[config.mk]
export PLATFORM = sky130hd
export DESIGN_NAME = pixel_stream_reader
export DESIGN_NICKNAME = d
export VERILOG_FILES = /design/src/rtl/pixel_stream_reader.sv
export SDC_FILE = /design/constraint.sdc
export NUM_CORES = 1
export LEC_CHECK = 0
export CORE_UTILIZATION = 30
export CTS_CLUSTER_DIAMETER = 60
export DETAILED_ROUTE_END_ITERATION = 10
export DONT_BUFFER_PORTS = 1
export PLACE_DENSITY_LB_ADDON = 0.2
export REMOVE_ABC_BUFFERS = 1
export SLEW_MARGIN = 15
export SYNTH_ARGS = -nofsm -noshare
export SYNTH_HDL_FRONTEND = slang
export SYNTH_SLANG_ARGS = --single-unit
[constraint.sdc]
create_clock -name clk -period 4.7 [get_ports clk]
set_clock_uncertainty 0.05 [all_clocks]
set_input_delay 0.47 -clock clk [delete_from_list [all_inputs] [get_ports clk]]
set_output_delay 0.47 -clock clk [all_outputs]
set_load 0.01 [all_outputs]
[src/rtl/pixel_stream_reader.sv]
// Read-side controller for the 8-bit-write / 32-bit-read pixel memory: fetches words and streams bytes LSB first.
// Optional READ_PREFETCH_EN overlaps the next word fetch with streaming for 1 pixel/cycle throughput.
module pixel_stream_reader #(
    parameter int unsigned DATA_WIDTH_A = 8,
    parameter int unsigned DATA_WIDTH_B = 32,
    parameter int unsigned DEPTH        = 16384,
    parameter int unsigned CW           = 12,
    localparam int unsigned WORDS       = DEPTH / DATA_WIDTH_B,
    localparam int unsigned AW          = $clog2(WORDS)
) (
    input  logic                    clk,
    input  logic                    rst_n,
    input  logic                    start,
    input  logic [AW-1:0]           start_word,
    input  logic [CW-1:0]           pix_count,
    output logic                    busy,
    output logic                    done,
    output logic                    mem_en_b,
    output logic [AW-1:0]           mem_addr_b,
    input  logic [DATA_WIDTH_B-1:0] mem_dout_b,
    output logic                    pix_valid,
    input  logic                    pix_ready,
    output logic [DATA_WIDTH_A-1:0] pix_data,
    output logic                    pix_last
);

    localparam int unsigned PIX_PER_WORD = DATA_WIDTH_B / DATA_WIDTH_A;
    localparam int unsigned IW           = $clog2(PIX_PER_WORD);

    typedef enum logic [2:0] {
        IDLE   = 3'd0,
        REQ    = 3'd1,
        CAPT   = 3'd2,
        STREAM = 3'd3,
        FIN    = 3'd4
    } state_t;

    state_t                  state, state_n;
    logic [AW-1:0]           addr, addr_n;
    logic [CW-1:0]           remaining, remaining_n;
    logic [IW-1:0]           idx, idx_n;
    logic [DATA_WIDTH_B-1:0] word_reg, word_reg_n;

    logic                    busy_n, done_n, mem_en_b_n;
    logic [AW-1:0]           mem_addr_b_n;
    logic                    pix_valid_n, pix_last_n;
    logic [DATA_WIDTH_A-1:0] pix_data_n;

    logic                    hs_c;
    logic [CW-1:0]           rem_dec_c;
    logic [IW-1:0]           idx_inc_c;
    logic [AW-1:0]           addr_inc_c;
    logic                    go_req_c;

`ifdef READ_PREFETCH_EN
    localparam logic [CW-1:0] PPW_C = CW'(PIX_PER_WORD);

    logic [DATA_WIDTH_B-1:0] next_word, next_word_n;
    logic                    next_valid, next_valid_n;
    logic                    pf_cap, pf_cap_n;
`endif

    assign hs_c       = pix_valid && pix_ready;
    assign rem_dec_c  = remaining - CW'(1);
    assign idx_inc_c  = idx + IW'(1);
    assign addr_inc_c = addr + AW'(1);

    // Next-state and next-output logic; every register holds unless a state moves it
    always_comb begin
        state_n      = state;
        addr_n       = addr;
        remaining_n  = remaining;
        idx_n        = idx;
        word_reg_n   = word_reg;
        busy_n       = busy;
        done_n       = 1'b0;
        mem_en_b_n   = 1'b0;
        mem_addr_b_n = mem_addr_b;
        pix_valid_n  = pix_valid;
        pix_data_n   = pix_data;
        pix_last_n   = pix_last;
        go_req_c     = 1'b0;
`ifdef READ_PREFETCH_EN
        next_word_n  = next_word;
        next_valid_n = next_valid;
        // A read enable seen while streaming is always a prefetch; its data lands one cycle later
        pf_cap_n     = mem_en_b && (state == STREAM);
        if (pf_cap) begin
            next_word_n  = mem_dout_b;
            next_valid_n = 1'b1;
        end
`endif

        case (state)
            IDLE: begin
                if (start) begin
                    busy_n      = 1'b1;
                    addr_n      = start_word;
                    remaining_n = pix_count;
                    idx_n       = '0;
`ifdef READ_PREFETCH_EN
                    next_valid_n = 1'b0;
`endif
                    if (pix_count == '0) begin
                        state_n = FIN;
                    end else begin
                        state_n      = REQ;
                        mem_en_b_n   = 1'b0;
                        mem_en_b_n   = 1'b1;
                        mem_addr_b_n = start_word;
                    end
                end
            end

            REQ: begin
                state_n = CAPT;
            end

            CAPT: begin
                word_reg_n  = mem_dout_b;
                idx_n       = '0;
                pix_valid_n = 1'b1;
                pix_data_n  = mem_dout_b[DATA_WIDTH_A-1:0];
                pix_last_n  = (remaining == CW'(1));
                state_n     = STREAM;
`ifdef READ_PREFETCH_EN
                if (remaining > PPW_C) begin
                    mem_en_b_n   = 1'b1;
                    mem_addr_b_n = addr_inc_c;
                end
`endif
            end

            STREAM: begin
                if (hs_c) begin
                    remaining_n = rem_dec_c;
                    idx_n       = idx_inc_c;
                    if (rem_dec_c == '0) begin
                        // Transfer ends, possibly mid-word; unused upper bytes are dropped
                        addr_n      = addr_inc_c;
                        pix_valid_n = 1'b0;
                        pix_last_n  = 1'b0;
                        state_n     = FIN;
                    end else if (idx == IW'(PIX_PER_WORD - 1)) begin
                        addr_n = addr_inc_c;
`ifdef READ_PREFETCH_EN
                        if (next_valid) begin
                            word_reg_n   = next_word;
                            next_valid_n = 1'b0;
                            idx_n        = '0;
                            pix_data_n   = next_word[DATA_WIDTH_A-1:0];
                            pix_last_n   = (rem_dec_c == CW'(1));
                            if (rem_dec_c > PPW_C) begin
                                mem_en_b_n   = 1'b1;
                                mem_addr_b_n = addr_inc_c + AW'(1);
                            end
                        end else begin
                            go_req_c = 1'b1;
                        end
`else
                        go_req_c = 1'b1;
`endif
                    end else begin
                        pix_data_n = DATA_WIDTH_A'(word_reg >> (DATA_WIDTH_A * idx_inc_c));
                        pix_last_n = (rem_dec_c == CW'(1));
                    end

                    if (go_req_c) begin
                        pix_valid_n  = 1'b0;
                        pix_last_n   = 1'b0;
                        mem_en_b_n   = 1'b1;
                        mem_addr_b_n = addr_inc_c;
                        state_n      = REQ;
                    end
                end
            end

            FIN: begin
                done_n  = 1'b1;
                busy_n  = 1'b0;
                state_n = IDLE;
            end

            default: begin
                state_n = IDLE;
            end
        endcase
    end

    // State and registered outputs
    always_ff @(posedge clk or negedge rst_n) begin
        if (!rst_n) begin
            state      <= IDLE;
            addr       <= '0;
            remaining  <= '0;
            idx        <= '0;
            word_reg   <= '0;
            busy       <= 1'b0;
            done       <= 1'b0;
            mem_en_b   <= 1'b0;
            mem_addr_b <= '0;
            pix_valid  <= 1'b0;
            pix_data   <= '0;
            pix_last   <= 1'b0;
`ifdef READ_PREFETCH_EN
            next_word  <= '0;
            next_valid <= 1'b0;
            pf_cap     <= 1'b0;
`endif
        end else begin
            state      <= state_n;
            addr       <= addr_n;
            remaining  <= remaining_n;
            idx        <= idx_n;
            word_reg   <= word_reg_n;
            busy       <= busy_n;
            done       <= done_n;
            mem_en_b   <= mem_en_b_n;
            mem_addr_b <= mem_addr_b_n;
            pix_valid  <= pix_valid_n;
            pix_data   <= pix_data_n;
            pix_last   <= pix_last_n;
`ifdef READ_PREFETCH_EN
            next_word  <= next_word_n;
            next_valid <= next_valid_n;
            pf_cap     <= pf_cap_n;
`endif
        end
    end

endmodule
======== After elaboration in Yosys (flattened, before gate mapping) ========
Index checks and enable logic that the tools add are counted.
storage, ports and cells
  register bits ........................... 80
  input bits .............................. 57
operators by class
  reductions and logical operators ........ 17
  shift-type cells ........................ 1
  add/subtract/negate cells ............... 3
  mux-type cells .......................... 47
  equal/unequal tests ..................... 16
operator list
  cell                                                   count
  two-way mux 9 bit                                      8
  case mux 9 bit (2 select lines)                        2
  right shift 32 x 5 -> 8 bit                            1
  equality test 12 x 1 -> 1 bit (second input constant)  2
  logical NOT 12 bit                                     2
  two-way mux 12 bit                                     2
  two-way mux 8 bit                                      3
  case mux 12 bit (2 select lines)                       1
  two-way mux 1 bit                                      17
  case mux 8 bit (2 select lines)                        1
  two-way mux 3 bit                                      5
  AND reduction 3 bit                                    5
  inequality test 2 bit (second input constant)          6
  case mux 3 bit (4 select lines)                        1
  subtractor 12 x 1 -> 12 bit (second input constant)    1
  adder 9 x 1 -> 9 bit (second input constant)           1
  case mux 1 bit (2 select lines)                        4
  AND reduction 4 bit                                    2
  equality test 3 x 2 -> 1 bit (second input constant)   2
  inequality test 3 bit (second input constant)          2
  case mux 2 bit (3 select lines)                        1
  nonzero test 2 bit                                     3
  AND reduction 5 bit                                    1
  two-way mux 2 bit                                      2
  9 further kinds                                        9

======== Depth between registers and ports, before layout ========
Gate-level depths: netlist (run 1).
  word-level depth ........................ 8
  depth in mapped cells ................... 9
  gate-level depth less buffers ........... 8

======== Worst setup path after synthesis (run 1) ========
Ideal clock, no wire load.
  path type ............................... reg-to-reg
  from .................................... register remaining[0]
  to ...................................... register pix_data[0]
  required time ........................... 4.525 ns
  stages on the path, launching flop included .. 10
  arrival time ............................ 2.613 ns
  slack ................................... 1.912 ns
  library setup time ...................... 0.125 ns
  cells stage by stage .................... dfrtp_1 > inv_1 > ha_1 > nor3b_2 > nand3_1 > xnor2_2 > a2111oi_4 > or4_1 > buf_6 > mux2_4
between the ends
  cells in the longest elaborated chain, start to end .. 4
ends and longest elaborated chain
  what                                    RTL line  RTL
  from (decl)                             40        logic [CW-1:0] remaining, remaining_n;
  from (signal assigned)                  213       remaining <= remaining_n;
  subtractor 12 x 1 -> 12 bit             64        assign rem_dec_c = remaining - CW'(1);
  logical NOT 12 bit                      138       if (rem_dec_c == '0) begin
  inequality test 2 bit (no source line)  --
  AND reduction 4 bit (no source line)    --
  to (signal assigned)                    221       pix_data <= pix_data_n;
  to (decl)                               23        output logic [DATA_WIDTH_A-1:0] pix_data,
No other way between the ends.
A chain may end at the register's enable or synchronous reset.

======== Worst setup path in the final report (run 1) ========
  from .................................... register remaining[0]
  to ...................................... register pix_data[5]
Same word-level chain as after synthesis.

==> run_summary.xml, run 1 <==
<?xml version="1.0" encoding="UTF-8"?>
<metrics>
  <group name="finish">
    <metric name="finalNetCount" unit="">503</metric>
    <metric name="layout.core_utilization" unit="%">35.0</metric>
    <metric name="drive_gt1_share" unit="%">13.9</metric>
    <metric name="insertedDiodeCount" unit="">0</metric>
    <metric name="largest_register_ff_count" unit="">32</metric>
    <metric name="stdcell_area" unit="um^2">4710</metric>
    <metric name="instances_no_fill" unit="">621</metric>
    <metric name="synthToLayoutAreaGrowth" unit="%">12.3</metric>
  </group>
  <group name="worst_hold_path">
    <metric name="worst_hold_path_type" unit="">input port to flip-flop</metric>
    <metric name="worstHoldPathCells" unit="">2</metric>
    <metric name="hold_path_end" unit="">word_reg[13]$_DFFE_PN0N_</metric>
    <metric name="worstHoldStart" unit="">mem_dout_b[13]</metric>
  </group>
  <group name="clock_network">
    <metric name="clock_tree.htree_level_count" unit="">3</metric>
    <metric name="clkSlewWorstSetupHoldPaths" unit="ps">60</metric>
    <metric name="cts_tree" unit="">done</metric>
    <metric name="maximum_buffer_depth_of_the_clock_tree" unit="">2</metric>
    <metric name="cts-buffers-inserted" unit="">9</metric>
    <metric name="count_of_cells_resized_by_post_cts_repair" unit="">0</metric>
    <metric name="clk_latency" unit="ps">340</metric>
    <metric name="clock_sinks" unit="">80</metric>
    <metric name="cts_root_buf" unit="">clkbuf_16</metric>
  </group>
  <group name="yosys">
    <metric name="post-synth-top-count-cell" unit="">nand2_1</metric>
    <metric name="syn-mean-instance-area" unit="um^2">9.38</metric>
    <metric name="seq_area_frac_synth" unit="%">47.7</metric>
    <metric name="synth.distinct_cells" unit="">52</metric>
    <metric name="ys.warnings.count" unit="">0</metric>
    <metric name="synth_largest_area_cell" unit="">dfrtp_1</metric>
    <metric name="synth_top_area_share" unit="%">47.7</metric>
    <metric name="synth_simple_gate_area_share" unit="%">20.8</metric>
    <metric name="ys_async_sr_fraction" unit="%">100</metric>
    <metric name="fraction_of_synthesized_cell_area_in_xor_and_xnor_cells" unit="%">1.85</metric>
    <metric name="synth-compound-area-share" unit="%">13.2</metric>
    <metric name="synth_enable_flop_cells" unit="">0</metric>
    <metric name="synth.area.top_cells" unit="">dfrtp_1, nand2_1, mux4_2, mux2_2, o21ai_0</metric>
    <metric name="ys_dominant_reg_cell" unit="">dfrtp_1</metric>
    <metric name="synth_common_cells" unit="">nand2_1, dfrtp_1, o21ai_0</metric>
    <metric name="synthAdderAreaFrac" unit="%">1.79</metric>
    <metric name="synth_cells" unit="">447</metric>
    <metric name="post_synth_instance_area" unit="um^2">4190</metric>
    <metric name="largest_family_of_logic_cells_by_synthesized_area" unit="">simple AND/OR/NAND/NOR gates</metric>
    <metric name="synth.mux.area_fraction" unit="%">11.2</metric>
    <metric name="synth_seq_cells" unit="">80</metric>
  </group>
  <group name="power_and_ir_drop">
    <metric name="p_comb_share" unit="%">39.5</metric>
    <metric name="power.share.clock" unit="%">22.0</metric>
    <metric name="cell_internal_power_dissipation" unit="mW">2.16</metric>
    <metric name="p_per_area" unit="nW/um^2">750</metric>
    <metric name="power.net_switching" unit="mW">1.37</metric>
    <metric name="pwr-share-seq" unit="%">38.5</metric>
    <metric name="power" unit="mW">3.53</metric>
    <metric name="leakagePower" unit="nW">2.12</metric>
    <metric name="peakVddDrop" unit="uV">249</metric>
    <metric name="power.switching_fraction" unit="%">38.9</metric>
  </group>
  <group name="floorplan">
    <metric name="ios" unit="">79</metric>
    <metric name="fp.coreArea" unit="um^2">13500</metric>
    <metric name="floorplan.die.height" unit="um">120</metric>
    <metric name="die_x" unit="um">120</metric>
    <metric name="initial_core_util" unit="%">31.2</metric>
    <metric name="die_area" unit="um^2">14500</metric>
    <metric name="fp-row-count" unit="">42</metric>
  </group>
  <group name="sta">
    <metric name="report.final.setup_viol" unit="">0</metric>
    <metric name="fin_ws" unit="ps">1320</metric>
    <metric name="period_minus_slack" unit="ps">3380</metric>
    <metric name="fin_tns_setup" unit="ps">0</metric>
    <metric name="timing.final.hold_violations" unit="">0</metric>
    <metric name="report.final.slew_viol_count" unit="">0</metric>
    <metric name="tightestPinTransition" unit="ps">1110</metric>
    <metric name="final_min_period_over_clock_period" unit="%">71.9</metric>
    <metric name="final.hold.worst_slack" unit="ps">179</metric>
    <metric name="worst_slew_margin_rel" unit="%">26.0</metric>
    <metric name="rsz_0062_raised_after_global_routing" unit="">no</metric>
    <metric name="max_freq" unit="MHz">296</metric>
  </group>
  <group name="grt">
    <metric name="gr-total-overflow" unit="">0</metric>
    <metric name="gr-usage-all-layers" unit="%">15.1</metric>
    <metric name="first_global_vias" unit="">3164</metric>
    <metric name="antenna_found_initial" unit="">0</metric>
    <metric name="grt_max_degree" unit="">81</metric>
    <metric name="grt_pass1_wl" unit="um">16700</metric>
  </group>
  <group name="placed_design">
    <metric name="post-place-cells" unit="">603</metric>
    <metric name="gp_routability_congestion" unit="">0.785</metric>
    <metric name="numPortBuffers" unit="">0</metric>
    <metric name="dp.final_hpwl" unit="um">6880</metric>
    <metric name="standard_cell_area_after_detailed_placement" unit="um^2">4340</metric>
    <metric name="dpl_worst_slack" unit="ps">1320</metric>
  </group>
  <group name="drt">
    <metric name="routed_via_density" unit="">5.02</metric>
    <metric name="route.vias.total" unit="">3115</metric>
    <metric name="routed_wl" unit="um">10200</metric>
    <metric name="post-route-drc-count" unit="">0</metric>
    <metric name="detail-route-antenna-nets" unit="">0</metric>
    <metric name="drt_first_pass_iters" unit="">4</metric>
    <metric name="detailedRoute.firstIterationViolations" unit="">198</metric>
    <metric name="routedWlPerCell" unit="um">16.4</metric>
  </group>
  <group name="critical_path">
    <metric name="r2r.worst_path.cells" unit="">8</metric>
    <metric name="end_of_the_worst_register_to_register_path" unit="">pix_data[5]$_DFFE_PN0P_</metric>
    <metric name="critPathArrivalTime" unit="ps">3560</metric>
    <metric name="worst_ep_required_time" unit="ps">4880</metric>
    <metric name="worstSetupStartpointType" unit="">flip-flop</metric>
    <metric name="r2r_slack" unit="ps">1320</metric>
    <metric name="critPathKind" unit="">flip-flop to flip-flop</metric>
    <metric name="critPathCaptureType" unit="">flip-flop</metric>
    <metric name="r2r_start" unit="">remaining[0]$_DFFE_PN0P_</metric>
    <metric name="maximum_fanout_encountered_on_the_critical_timing_path" unit="">8</metric>
  </group>
  <group name="flow_run">
    <metric name="maxCapViolations" unit="">0</metric>
  </group>
  <group name="status">
    <metric name="run_status" unit="">finished clean</metric>
  </group>
</metrics>
logic make-up after synthesis:
kind of cell / after synthesis
DFF: 80
buffers and inverters: 34
and+or+nand+nor: 204
AOI/OAI and AO/OA: 84
muxes: 31
xor gates and xnor gates: 8
adders and majority gates: 6
critical path, stage by stage (launching register included):
cell,delay (ps)
dfrtp_1,430
inv_1,160
ha_1,270
nor3b_2,460
nand3_1,260
xnor2_2,240
a2111oi_4,500
or4_1,540
mux2_4,350
layout by cell type, fill, tap and decap left out, types with 2 or more instances in the layout:
cell and n:
a2111oi_4 2, a21oi_1 19, a22oi_1 4, a2bb2oi_1 2, a31oi_1 7, a32oi_1 2
and2_1 2, and3_1 3, buf_4 4, bufinv_16 2, clkbuf_16 9, dfrtp_1 80
ha_1 6, inv_1 10, inv_6 2, mux2_2 14, mux2_4 8, mux4_2 8
nand2_1 138, nand2b_1 2, nand3_1 12, nand3b_1 2, nand4_1 2, nor2_1 25
nor3_1 2, nor4_1 6, o211ai_1 2, o21ai_0 29, o22ai_1 5, o2bb2a_1 2
xnor2_1 3, xor2_1 4
area by class of cell:
cell class | instances | area (um^2)
Fill cell | 1420 | 8740
Clock buffer | 10 | 239
Inverter | 10 | 37.5
Sequential cell | 80 | 2000
Tap cell | 176 | 220
Timing Repair Buffer | 6 | 67.6
Multi-Input combinational cell | 333 | 2050
Clock inverter | 6 | 90.1
worst max-delay path by stage:
stage / start / cells after the start / to / slack (ps)
finish: remaining[0]$_DFFE_PN0P_ / 8 / pix_data[5]$_DFFE_PN0P_ / 1320
global route: remaining[0]$_DFFE_PN0P_ / 8 / pix_data[1]$_DFFE_PN0P_ / 1020
CTS: remaining[0]$_DFFE_PN0P_ / 8 / pix_data[5]$_DFFE_PN0P_ / 1290
detailed placement: remaining[0]$_DFFE_PN0P_ / 8 / pix_data[5]$_DFFE_PN0P_ / 1320
global placement: remaining[0]$_DFFE_PN0P_ / 8 / pix_data[3]$_DFFE_PN0P_ / 1370
floorplan: remaining[0]$_DFFE_PN0P_ / 8 / pix_data[0]$_DFFE_PN0P_ / 1790
what timing repair did:
item,in CTS,in global routing
hold endpoints to repair,80,0
hold buffers,2,0
buffers inserted,0,0
power by group through the flow:
stage                     combinational (mW)  clock, mW  sequential [mW]
after floorplan                         1.12          0             1.27
after global placement                  1.37          0             1.37
after detailed placement                1.40          0             1.38
after CTS                               1.42      0.813             1.37
after global routing                    1.59      0.830             1.42
final                                   1.39      0.777             1.36
routing by layer:
| metal | wire (um) | track usage [%] | vias to the layer above |
|---|---|---|---|
| met2 | 4680 | 24.2 | 69 |
| met3 | 768 | 5.99 | 11 |
| met4 | 142 | 5.25 | 0 |
| met5 | 0 | 0 | - |
| met1 | 4600 | 18.5 | 1505 |
| li1 | - | - | 1530 |
Note: power is estimated with default switching activity, not from simulation.
==> run 2: changes to the inputs <==
==> constraint.sdc (replaced) <==
create_clock -name clk -period 2.9 [get_ports clk]
set_clock_uncertainty 0.05 [all_clocks]
set_input_delay 0.29 -clock clk [delete_from_list [all_inputs] [get_ports clk]]
set_output_delay 0.29 -clock clk [all_outputs]
set_load 0.01 [all_outputs]
==> run 2 against run 1 <==
Against the previous run: register-to-register slack got worse by 1100 ps; hold slack got worse by 160 ps; setup slack got worse by 1100 ps; clock power rose by 57%; sequential power rose by 57%; clock-buffer cell count rose by 1; wire length rose by 2.4%; maximum frequency rose by 25%; combinational power rose by 76%; critical path type unchanged; largest cell class unchanged.
==> run_summary.xml, run 2 (synthesis results as in run 1) <==
<?xml version="1.0" encoding="UTF-8"?>
<metrics>
  <group name="grt">
    <metric name="globalRouteMet1Util" unit="%">18.7</metric>
    <metric name="gr-total-overflow" unit="">0</metric>
    <metric name="gr-usage-all-layers" unit="%">15.4</metric>
    <metric name="globalRouteMet3Util" unit="%">5.42</metric>
    <metric name="grt_pass1_wl" unit="um">17100</metric>
    <metric name="global_route_met2_utilization" unit="%">25.4</metric>
    <metric name="grt_max_degree" unit="">81</metric>
    <metric name="antenna_found_initial" unit="">0</metric>
    <metric name="first_global_vias" unit="">3316</metric>
    <metric name="globalRoute.busiestLayer" unit="">met2</metric>
  </group>
  <group name="drt">
    <metric name="drt_first_pass_iters" unit="">4</metric>
    <metric name="post-route-drc-count" unit="">0</metric>
    <metric name="detailedRoute.firstIterationViolations" unit="">195</metric>
    <metric name="routed_wl" unit="um">10400</metric>
    <metric name="route.vias.total" unit="">3243</metric>
    <metric name="detail-route-antenna-nets" unit="">0</metric>
    <metric name="routed_via_density" unit="">4.95</metric>
    <metric name="routedWlPerCell" unit="um">15.9</metric>
  </group>
  <group name="floorplan">
    <metric name="initial_core_util" unit="%">31.2</metric>
    <metric name="fp.coreArea" unit="um^2">13500</metric>
    <metric name="die_x" unit="um">120</metric>
    <metric name="ios" unit="">79</metric>
    <metric name="floorplan.die.height" unit="um">120</metric>
    <metric name="fp-row-count" unit="">42</metric>
    <metric name="die_area" unit="um^2">14500</metric>
  </group>
  <group name="power_and_ir_drop">
    <metric name="p_per_area" unit="nW/um^2">1160</metric>
    <metric name="power.net_switching" unit="mW">2.24</metric>
    <metric name="p_comb_share" unit="%">42.1</metric>
    <metric name="peakVddDrop" unit="uV">526</metric>
    <metric name="pwr-share-seq" unit="%">36.9</metric>
    <metric name="leakagePower" unit="nW">2.27</metric>
    <metric name="cell_internal_power_dissipation" unit="mW">3.57</metric>
    <metric name="power.share.clock" unit="%">21.0</metric>
    <metric name="power.switching_fraction" unit="%">38.6</metric>
  </group>
  <group name="sta">
    <metric name="tightestPinTransition" unit="ps">536</metric>
    <metric name="max_freq" unit="MHz">369</metric>
    <metric name="final_min_period_over_clock_period" unit="%">93.4</metric>
    <metric name="worst_slew_margin_rel" unit="%">63.2</metric>
    <metric name="report.final.slew_viol_count" unit="">0</metric>
    <metric name="fin_tns_setup" unit="ps">0</metric>
    <metric name="timing.final.hold_violations" unit="">0</metric>
    <metric name="period_minus_slack" unit="ps">2710</metric>
    <metric name="rsz_0062_raised_after_global_routing" unit="">no</metric>
    <metric name="report.final.setup_viol" unit="">0</metric>
    <metric name="fin_ws" unit="ps">190</metric>
  </group>
  <group name="finish">
    <metric name="finalNetCount" unit="">537</metric>
    <metric name="insertedDiodeCount" unit="">0</metric>
    <metric name="stdcell_area" unit="um^2">5010</metric>
    <metric name="synthToLayoutAreaGrowth" unit="%">19.4</metric>
    <metric name="instances_no_fill" unit="">655</metric>
    <metric name="largest_register_ff_count" unit="">32</metric>
    <metric name="layout.cells.most_common" unit="">nand2_1</metric>
    <metric name="drive_gt1_share" unit="%">15.0</metric>
    <metric name="layout_common_cells" unit="">nand2_1, dfrtp_1, o21ai_0, nor2_1, dlygate4sd3_1</metric>
  </group>
  <group name="flow_run">
    <metric name="maxCapViolations" unit="">0</metric>
  </group>
  <group name="placed_design">
    <metric name="standard_cell_area_after_detailed_placement" unit="um^2">4420</metric>
    <metric name="dpl_worst_slack" unit="ps">196</metric>
    <metric name="gp_routability_congestion" unit="">0.806</metric>
    <metric name="numPortBuffers" unit="">0</metric>
    <metric name="post-place-cells" unit="">614</metric>
    <metric name="dp.final_hpwl" unit="um">6930</metric>
  </group>
  <group name="critical_path">
    <metric name="worst_ep_required_time" unit="ps">3070</metric>
    <metric name="r2r.worst_path.cells" unit="">7</metric>
    <metric name="critPathArrivalTime" unit="ps">2880</metric>
    <metric name="maximum_fanout_encountered_on_the_critical_timing_path" unit="">8</metric>
    <metric name="r2r_start" unit="">remaining[3]$_DFFE_PN0P_</metric>
    <metric name="critPathKind" unit="">flip-flop to flip-flop</metric>
    <metric name="worstSetupStartpointType" unit="">flip-flop</metric>
    <metric name="r2r_slack" unit="ps">190</metric>
    <metric name="end_of_the_worst_register_to_register_path" unit="">pix_data[4]$_DFFE_PN0P_</metric>
    <metric name="critPathCaptureType" unit="">flip-flop</metric>
  </group>
  <group name="status">
    <metric name="run_status" unit="">finished clean</metric>
  </group>
  <group name="worst_hold_path">
    <metric name="worstHoldStart" unit="">mem_dout_b[10]</metric>
    <metric name="hold_path_end" unit="">word_reg[10]$_DFFE_PN0N_</metric>
    <metric name="worst_hold_path_type" unit="">input port to flip-flop</metric>
    <metric name="worstHoldPathCells" unit="">2</metric>
  </group>
  <group name="clock_network">
    <metric name="cts_tree" unit="">done</metric>
    <metric name="maximum_buffer_depth_of_the_clock_tree" unit="">2</metric>
    <metric name="clock_tree.htree_level_count" unit="">3</metric>
    <metric name="clk_latency" unit="ps">340</metric>
    <metric name="cts_root_buf" unit="">clkbuf_16</metric>
    <metric name="cts-buffers-inserted" unit="">9</metric>
    <metric name="clock_sinks" unit="">80</metric>
    <metric name="clkSlewWorstSetupHoldPaths" unit="ps">60</metric>
  </group>
</metrics>
## run 2: final cells by class
| class | instances | area, um^2 |
|---|---|---|
| fillers | 1410 | 8440 |
| multi-input cells | 333 | 2050 |
| flip-flops and latches | 80 | 2000 |
| repair buffers | 40 | 380 |
| clock buffers | 11 | 233 |
| well taps | 176 | 220 |
| clock inverters | 5 | 81.3 |
| inverters | 10 | 37.5 |
## run 2: worst max path at each step
| stage | to | slack [ps] | cells past startpoint | from |
|---|---|---|---|---|
| final | pix_data[4]$_DFFE_PN0P_ | 190 | 7 | remaining[3]$_DFFE_PN0P_ |
| after global routing | pix_data[4]$_DFFE_PN0P_ | 6 | 7 | remaining[3]$_DFFE_PN0P_ |
| after CTS | mem_addr_b[5]$_DFFE_PN0P_ | 170 | 6 | remaining[3]$_DFFE_PN0P_ |
| after detailed placement | mem_addr_b[5]$_DFFE_PN0P_ | 200 | 6 | remaining[3]$_DFFE_PN0P_ |
| after global placement | pix_data[1]$_DFFE_PN0P_ | 210 | 7 | remaining[3]$_DFFE_PN0P_ |
| after floorplan | pix_data[0]$_DFFE_PN0P_ | -5 | 8 | remaining[0]$_DFFE_PN0P_ |
## run 2: routing by layer
metal / vias up / wire [um] / share of wire, %
met4: 0 / 133 / 1.3
met2: 67 / 4940 / 47
met1: 1572 / 4670 / 45
met5: - / 0 / 0
met3: 8 / 698 / 6.7
li1: 1596 / - / -
## run 2: per-stage QoR
step | utilization, % | power (mW) | hold slack, ps
2_1_floorplan | - | 3.88 | -55.6
3_3_place_gp | 32.9 | 4.53 | -53.5
3_5_place_dp | 32.9 | 4.59 | -53.5
4_1_cts | 37.2 | 5.91 | 11.6
5_1_grt | 37.2 | 6.28 | 19.6
6_report | 37.2 | 5.81 | 22.5
## run 2: critical path: stages (launching register included)
cell,delay [ps]
dfrtp_1,440
or4_4,590
or3_1,340
nand3_2,150
a2111oi_4,100
or4_1,410
buf_4,210
mux2_4,300
## run 2: power groups by stage
stage,combinational (mW),clock [mW],sequential (mW)
finish,2.45,1.22,2.14
global route,2.76,1.30,2.22
CTS,2.49,1.27,2.15
detailed placement,2.43,0,2.17
global placement,2.38,0,2.15
floorplan,1.81,0,2.07
## run 2: what timing repair did
action	CTS	global route
setup buffers	0	0
endpoints found under the hold margin	103	0
hold buffers	25	0
setup endpoints to repair	0	1
resized for setup	0	1
